[src/rtl/sobel_control_unit.sv]
// Sobel control unit: walks an image in memory-word chunks. For every chunk
// it reads three vertically adjacent input words, one per row register, then
// writes one output word. Addresses come from running row pointers, so no
// multiplier is needed.
//
// Memory handshake: mem_req is the valid. mem_ack is the ready/complete
// strobe. A request is in flight while mem_req=1. It completes in the cycle
// where mem_req=1 and mem_ack=1, and read data is valid in that same cycle.
// mem_addr and mem_we do not change while mem_req=1 and mem_ack=0. mem_ack
// has no effect in any cycle where mem_req=0.
module sobel_control_unit #(
   parameter int ADDR_WIDTH = 16,
   parameter int DIM_WIDTH  = 12
) (
   input  logic                  clock,
   input  logic                  reset,
   input  logic                  go,
   input  logic [ADDR_WIDTH-1:0] cfg_in_base,
   input  logic [ADDR_WIDTH-1:0] cfg_out_base,
   input  logic [DIM_WIDTH-1:0]  cfg_cols,
   input  logic [DIM_WIDTH-1:0]  cfg_rows,
   output logic                  mem_req,
   output logic                  mem_we,
   output logic [ADDR_WIDTH-1:0] mem_addr,
   input  logic                  mem_ack,
   output logic [2:0]            sctrl2srow_load,
   output logic                  busy,
   output logic                  done,
   output logic                  cfg_err,
   output logic [2:0]            dbg_state
);

   typedef enum logic [2:0] {
      S_IDLE = 3'd0,
      S_RD1  = 3'd1,
      S_RD2  = 3'd2,
      S_RD3  = 3'd3,
      S_WR   = 3'd4,
      S_DONE = 3'd5
   } state_t;

   localparam logic [DIM_WIDTH-1:0] DIM_ONE   = DIM_WIDTH'(1);
   localparam logic [DIM_WIDTH-1:0] DIM_THREE = DIM_WIDTH'(3);

   state_t                state, state_next;
   logic [DIM_WIDTH-1:0]  cols_q, rows_q;
   logic [DIM_WIDTH-1:0]  r, c;
   logic [ADDR_WIDTH-1:0] in_row_ptr, out_row_ptr;

   logic                  start;
   logic                  cfg_bad;
   logic                  last_c, last_r;
   logic [ADDR_WIDTH-1:0] cols_ext, c_ext;
   logic [ADDR_WIDTH-1:0] rd1_addr, rd2_addr, rd3_addr, wr_addr;

   assign cfg_bad   = (cfg_rows < DIM_THREE) || (cfg_cols == '0);
   assign last_c    = (c == cols_q - DIM_ONE);
   assign last_r    = (r == rows_q - DIM_THREE);
   assign cols_ext  = ADDR_WIDTH'(cols_q);
   assign c_ext     = ADDR_WIDTH'(c);
   assign rd1_addr  = in_row_ptr + c_ext;
   assign rd2_addr  = rd1_addr + cols_ext;
   assign rd3_addr  = rd1_addr + (cols_ext << 1);
   assign wr_addr   = out_row_ptr + c_ext;
   assign dbg_state = state;

   // State register
   always_ff @(posedge clock or posedge reset) begin
      if (reset) state <= S_IDLE;
      else       state <= state_next;
   end

   // Next-state decode and memory/status outputs
   always_comb begin
      state_next      = state;
      start           = 1'b0;
      mem_req         = 1'b0;
      mem_we          = 1'b0;
      mem_addr        = '0;
      sctrl2srow_load = 3'b000;
      busy            = 1'b1;
      done            = 1'b0;
      case (state)
         S_IDLE: begin
            busy = 1'b0;
            if (go) begin
               start      = 1'b1;
               state_next = cfg_bad ? S_DONE : S_RD1;
            end
         end
         S_RD1: begin
            mem_req         = 1'b1;
            mem_addr        = rd1_addr;
            sctrl2srow_load = {2'b00, mem_ack};
            if (mem_ack) state_next = S_RD2;
         end
         S_RD2: begin
            mem_req         = 1'b1;
            mem_addr        = rd2_addr;
            sctrl2srow_load = {1'b0, mem_ack, 1'b0};
            if (mem_ack) state_next = S_RD3;
         end
         S_RD3: begin
            mem_req         = 1'b1;
            mem_addr        = rd3_addr;
            sctrl2srow_load = {mem_ack, 2'b00};
            if (mem_ack) state_next = S_WR;
         end
         S_WR: begin
            mem_req  = 1'b1;
            mem_we   = 1'b1;
            mem_addr = wr_addr;
            if (mem_ack) state_next = (last_c && last_r) ? S_DONE : S_RD1;
         end
         S_DONE: begin
            done       = 1'b1;
            state_next = S_IDLE;
         end
         default: begin
            busy       = 1'b0;
            state_next = S_IDLE;
         end
      endcase
   end

   // Configuration capture, chunk/row counters and running row pointers
   always_ff @(posedge clock or posedge reset) begin
      if (reset) begin
         cols_q      <= '0;
         rows_q      <= '0;
         r           <= '0;
         c           <= '0;
         in_row_ptr  <= '0;
         out_row_ptr <= '0;
         cfg_err     <= 1'b0;
      end else if (start) begin
         cols_q      <= cfg_cols;
         rows_q      <= cfg_rows;
         r           <= '0;
         c           <= '0;
         in_row_ptr  <= cfg_in_base;
         out_row_ptr <= cfg_out_base;
         cfg_err     <= cfg_bad;
      end else if (state == S_WR && mem_ack) begin
         if (!last_c) begin
            c <= c + DIM_ONE;
         end else if (!last_r) begin
            c           <= '0;
            r           <= r + DIM_ONE;
            in_row_ptr  <= in_row_ptr + cols_ext;
            out_row_ptr <= out_row_ptr + cols_ext;
         end
      end
   end

endmodule

[config.mk]
export PLATFORM = sky130hd
export DESIGN_NAME = sobel_control_unit
export DESIGN_NICKNAME = d
export VERILOG_FILES = /design/src/rtl/sobel_control_unit.sv
export SDC_FILE = /design/constraint.sdc
export NUM_CORES = 1
export LEC_CHECK = 0
export ABC_AREA = 1
export CORE_ASPECT_RATIO = 0.5
export CORE_MARGIN = 3
export CORE_UTILIZATION = 30
export CTS_CLUSTER_DIAMETER = 40
export DETAILED_ROUTE_END_ITERATION = 10
export GPL_TIMING_DRIVEN = 0
export HOLD_SLACK_MARGIN = 0.08
export PLACE_DENSITY_LB_ADDON = 0.25
export SLEW_MARGIN = 20
export SYNTH_ARGS = -nofsm -noshare
export SYNTH_HDL_FRONTEND = slang
export SYNTH_SLANG_ARGS = --single-unit
export TNS_END_PERCENT = 20
[constraint.sdc]
create_clock -name clock -period 4.1 [get_ports clock]
set_clock_uncertainty 0.05 [all_clocks]
set_input_delay 0.82 -clock clock [delete_from_list [all_inputs] [get_ports clock]]
set_output_delay 0.82 -clock clock [all_outputs]
set_load 0.05 [all_outputs]
# == Word-level counts from Yosys, hierarchy flattened ==
# Index checks and enable logic that the tools add are counted.
# word_totals
elab_cells,77
regBits,84
# op_classes
n_lt_le_gt_ge,1
reduce_logical,12
muxes,32
eq_ne,14
add_sub_neg,10
# ops
operator,n
$mux W16,8
$mux W12,8
$add A16 B12 Y16,5
$pmux W16 S4,1
$add A12 B1 Y12 const B,2
$eq A12 B12 Y1,2
$mux W3,7
$add A16 B13 Y16,1
$pmux W3 S5,1
$logic_not A12 Y1,1
$lt A12 B2 Y1 const B,1
$ne A2 B2 Y1 const B,6
$sub A12 B1 Y12 const B,1
$sub A12 B2 Y12 const B,1
$pmux W3 S3,1
$eq A3 B2 Y1 const B,2
$eq A3 B3 Y1 const B,2
$mux W1,6
$reduce_and A5 Y1,1
$reduce_or A5 Y1,1
$reduce_bool A2 Y1,2
$reduce_or A4 Y1,1
$eq A3 B1 Y1 const B,1
$logic_not A3 Y1,1
other kinds (5),6

# == Longest topological paths before layout ==
# depth
ltp_word,6
depth_mapped,20
depth_no_buf,20

# == Least setup slack after synthesis ==
# No wires, ideal clock.
# synth_path
path_kind,register -> output
start,register c[0]
end,output port mem_addr[4]
arrival_ns,3.270
path_buffers,0
path_stages_with_launch,14
required_time_ns,3.230
slack_ns,-0.040
path_cell_list,dfrtp_1 -> ha_1 -> fa_1 -> or2_2 -> nand2_1 -> inv_1 -> ha_1 -> nand2_1 -> nand2_1 -> nand2_1 -> nand2_1 -> nand2_1 -> nand2_1 -> o21ai_0
# synth_via
elab_chain_len,3
# synth_lines
element,line_no,rtl
"start, declared",47,"logic [DIM_WIDTH-1:0] r, c;"
"start signal, assigned",146,c <= c + DIM_ONE;
$add A16 B12 Y16,61,assign rd1_addr = in_row_ptr + c_ext;
$add A16 B13 Y16 / $add A16 B12 Y16 (equally long branches),"63, 62",
$pmux W16 S4 (*),83,case (state)
"end, declared",24,"output logic [ADDR_WIDTH-1:0] mem_addr,"
# Every way passes the cells marked *; elsewhere a longest branch is shown, timed or not.

# == Worst setup path after layout ==
# layout_path
start,register c[2]
end,output port mem_addr[14]
# Same word-level chain as after synthesis.

==> results.md <==
* DR pass1 iterations at 6
* Yosys reg bits at 84
* Share of cells above drive strength 1 at 0.113
* Rel. slew slack at 0.467
* Register area share after synthesis at 0.223
* DP Area at roughly 11000 µm²
* Leakage power at ~5.8 nW
* Crit-path max cell delay at 0.46 ns
* Antenna cells at 0
* Global Route met1 Usage at 0.285
* Core Area at 30600 µm²
* CP startpoint: c[2]
* Synthesized cell area at 9440 µm²
* Hpwl dp at 26700 µm
* Critical path class: register to output pin
* Worst slack, placed at -1.07 ns
* DRT antenna net count at 0
* Routability cong. at 0.910
* Peak VDD IR at ~0.3 mV
* Port bufs at 86
* Largest net degree at the start of global routing at 62
* First-pass GRT wire length at around 54000 µm
* Startpoint Class: register
* Die Y at 131 µm
* Met3 Resource Use GR at 0.0266
* Final Instance Area at 11900 µm²
* Asr flop ratio synth at 1.00
* Reg clk slew, reported paths at 0.07 ns
* Routed WL at 34600 µm
* R2r setup slk at between 0.7 and 0.8 ns
* DR vias at ~10000
* Worst setup EP type: output pin
* PD cells at 858 nW/µm²
* Critical path fanouts, max at 5
* Cell mode on critical path: nand2_1
* Hold crit path type: register to register
* Nets at 1793
* CTS Hold Buffers Added at 0
* Ys Warns at 0
* CP arrival at approximately 3.5 ns
* Vias in the first global route at 9772
* Area grow syn2layout at 26.1%
* Max-cap viol count at 0
* Hold slack at 0.434 ns
* Clock sinks at 84
* Initial Util at 0.308
* Cts bufs inserted at 9
* Critical Path RT at 3.23 ns
* Status: complete, but fails checks
* Die area at roughly 34000 µm²
* Via density at 5.00
* Yosys top cell by area: dfrtp_1
* Yosys top cell area share at 0.223
* H-tree depth at 3
* Final Power at 10.2 mW
* Top-count cell post-synth: nand2_1
* Die X at 257 µm
* Initial antenna violation count at 0
* Worst path slowest cell: dfrtp_2
* Synthesized area per cell at between 6 and 7 µm²
* Failing checks: negative setup slack
* Tot GR Track Use at 0.202
* Clk_lat worst skew at 0.35 ns
* Hold Path Origin: cfg_err
* Synth top area cells: dfrtp_1 (22%), nand2_1 (20%), ha_1 (11%)
* IO Pins at 87
* Synthesized instance count at between 1500 and 2000
* RSZ-0062 raised after global routing: true
* TritonCTS clock tree: done
* Final Cycle Share at 1.07
* Iteration-0 DRC Markers at 793
* Gr busiest metal: met2
* Overflow after GRT at 0
* WL per Instance at 16.7 µm
* GR met2 Demand/Resource at 0.335
* Slew @ Worst Pin at 0.792 ns
* Root Buffer: clkbuf_16
* CP bufs+invs at 3
* Post-synth EDFFs at 0
* Synth Flop Type: dfrtp_1
* DR DRC count at 0
* Net Count, Synth at 1672
* Fin crit period at 4.38 ns
* Synth top cells by count: nand2_1 (513), nand3_1 (180), inv_1 (153)
* Final setup fails at 12
* Cell Rows at 45
* R2R Path Start: cols_q[1]
* Peak Freq at 229 MHz
* Yosys cell types at 46
* Fill cells at 3330
* Setup TNS at -2.47 ns
* Longest Clk Path Bufs at 2
* Worst-path cell chain: ha_4 -> a21oi_1 -> nand2_1 -> nand2_1 -> nand2_2 -> a21oi_2 -> xnor2_2 -> buf_4 -> ha_2 -> nand2_4 -> nor2_4 -> inv_2 -> nor2_1 -> nand2_1 -> o211a_1 -> nor2_2 -> nand2_1 -> nand2_1 -> nand3_1 -> nand3b_1 -> buf_6
* Final Hold Fails at 0
* Pins over their slew limit at 0
* CP top delay family: simple AND/OR/NAND/NOR gates
* Final Worst Setup Slack at -0.276 ns
[worst min-delay path, stage by stage (launching register included)]
cell     delay (ns)
dfrtp_1        0.34
nand2_1        0.05
nand2_1        0.06
[state kept, by name, summed over array words and instances, names as in the netlist]
signal / count
cols_q: 12
out_row_ptr: 16
c: 12
r: 12
cfg_err: 1
rows_q: 12
in_row_ptr: 16
dbg_state: 3
[cells in the final DEF, fill, tap and decap left out, types with 12 or more instances in the layout]
cell type	count
clkdlybuf4s50_1	71
xnor2_1	15
dfrtp_2	12
ha_1	58
nor3_1	15
xor2_1	24
clkbuf_1	20
o21ai_0	80
buf_4	25
or2_2	20
nand4_1	32
nor2_1	103
ha_4	18
a21oi_1	74
dfrtp_1	72
inv_1	150
nand3_1	177
nand2_1	500
[routing by layer]
layer  share of wire  vias to the layer above
met3           0.057                       27
met1            0.48                     4795
met5               0                        -
li1                -                     5277
met4           0.015                        0
met2            0.45                      261
[layout make-up]
class,instances,area (µm²),share of cell area
Buffer,33,149,0.0125
Clock buffer,10,229,0.0192
Clock inverter,6,71.3,0.00599
Inverter,163,617,0.0518
Multi-Input combinational cell,1245,7130,0.599
Sequential cell,84,2120,0.178
Tap cell,423,529,0.0445
Timing Repair Buffer,110,1060,0.0892
[report_power, final]
part / switching, mW / total [mW] / internal (mW)
Sequential: 0.687 / 1.83 / 1.14
Combinational: 4.72 / 7.51 / 2.79
Clock: 0.391 / 0.870 / 0.479
Total: 5.80 / 10.2 / 4.41
[path summary, 6_finish.rpt]
kind                       depth (start not counted)        endpoint
max                                               21    mem_addr[14]
min                                                2         cfg_err
max reg2reg                                       16  out_row_ptr[7]
min reg2reg                                        2         cfg_err
max in group asynchronous                          3            c[0]
min in group asynchronous                          2       rows_q[9]
[stage by stage]
stage / cells / utilization
after floorplan: 1525 / -
after global placement: 2034 / 0.354
after detailed placement: 2035 / 0.355
after CTS: 2066 / 0.380
after global routing: 2074 / 0.389
final: 2074 / 0.389
[cells by family (layout without fill, tap and decap cells)]
group / count (synthesis) / after routing / synth area share
AO/OA/AOI/OAI: 207 / 207 / 0.120
flip-flops: 84 / 84 / 0.223
XOR/XNOR: 48 / 48 / 0.0445
adder cells (fa/ha/maj): 87 / 87 / 0.120
buffers and inverters: 196 / 322 / 0.0806
AND/OR/NAND/NOR: 903 / 903 / 0.412
[repair_timing]
item | in CTS | in global routing
resized for setup | 154 | 42
buffers inserted | 15 | 8
endpoints found under the setup margin | 16 | 15
pin swaps | 30 | 19
No activity file was read; power rests on OpenSTA's default activity.
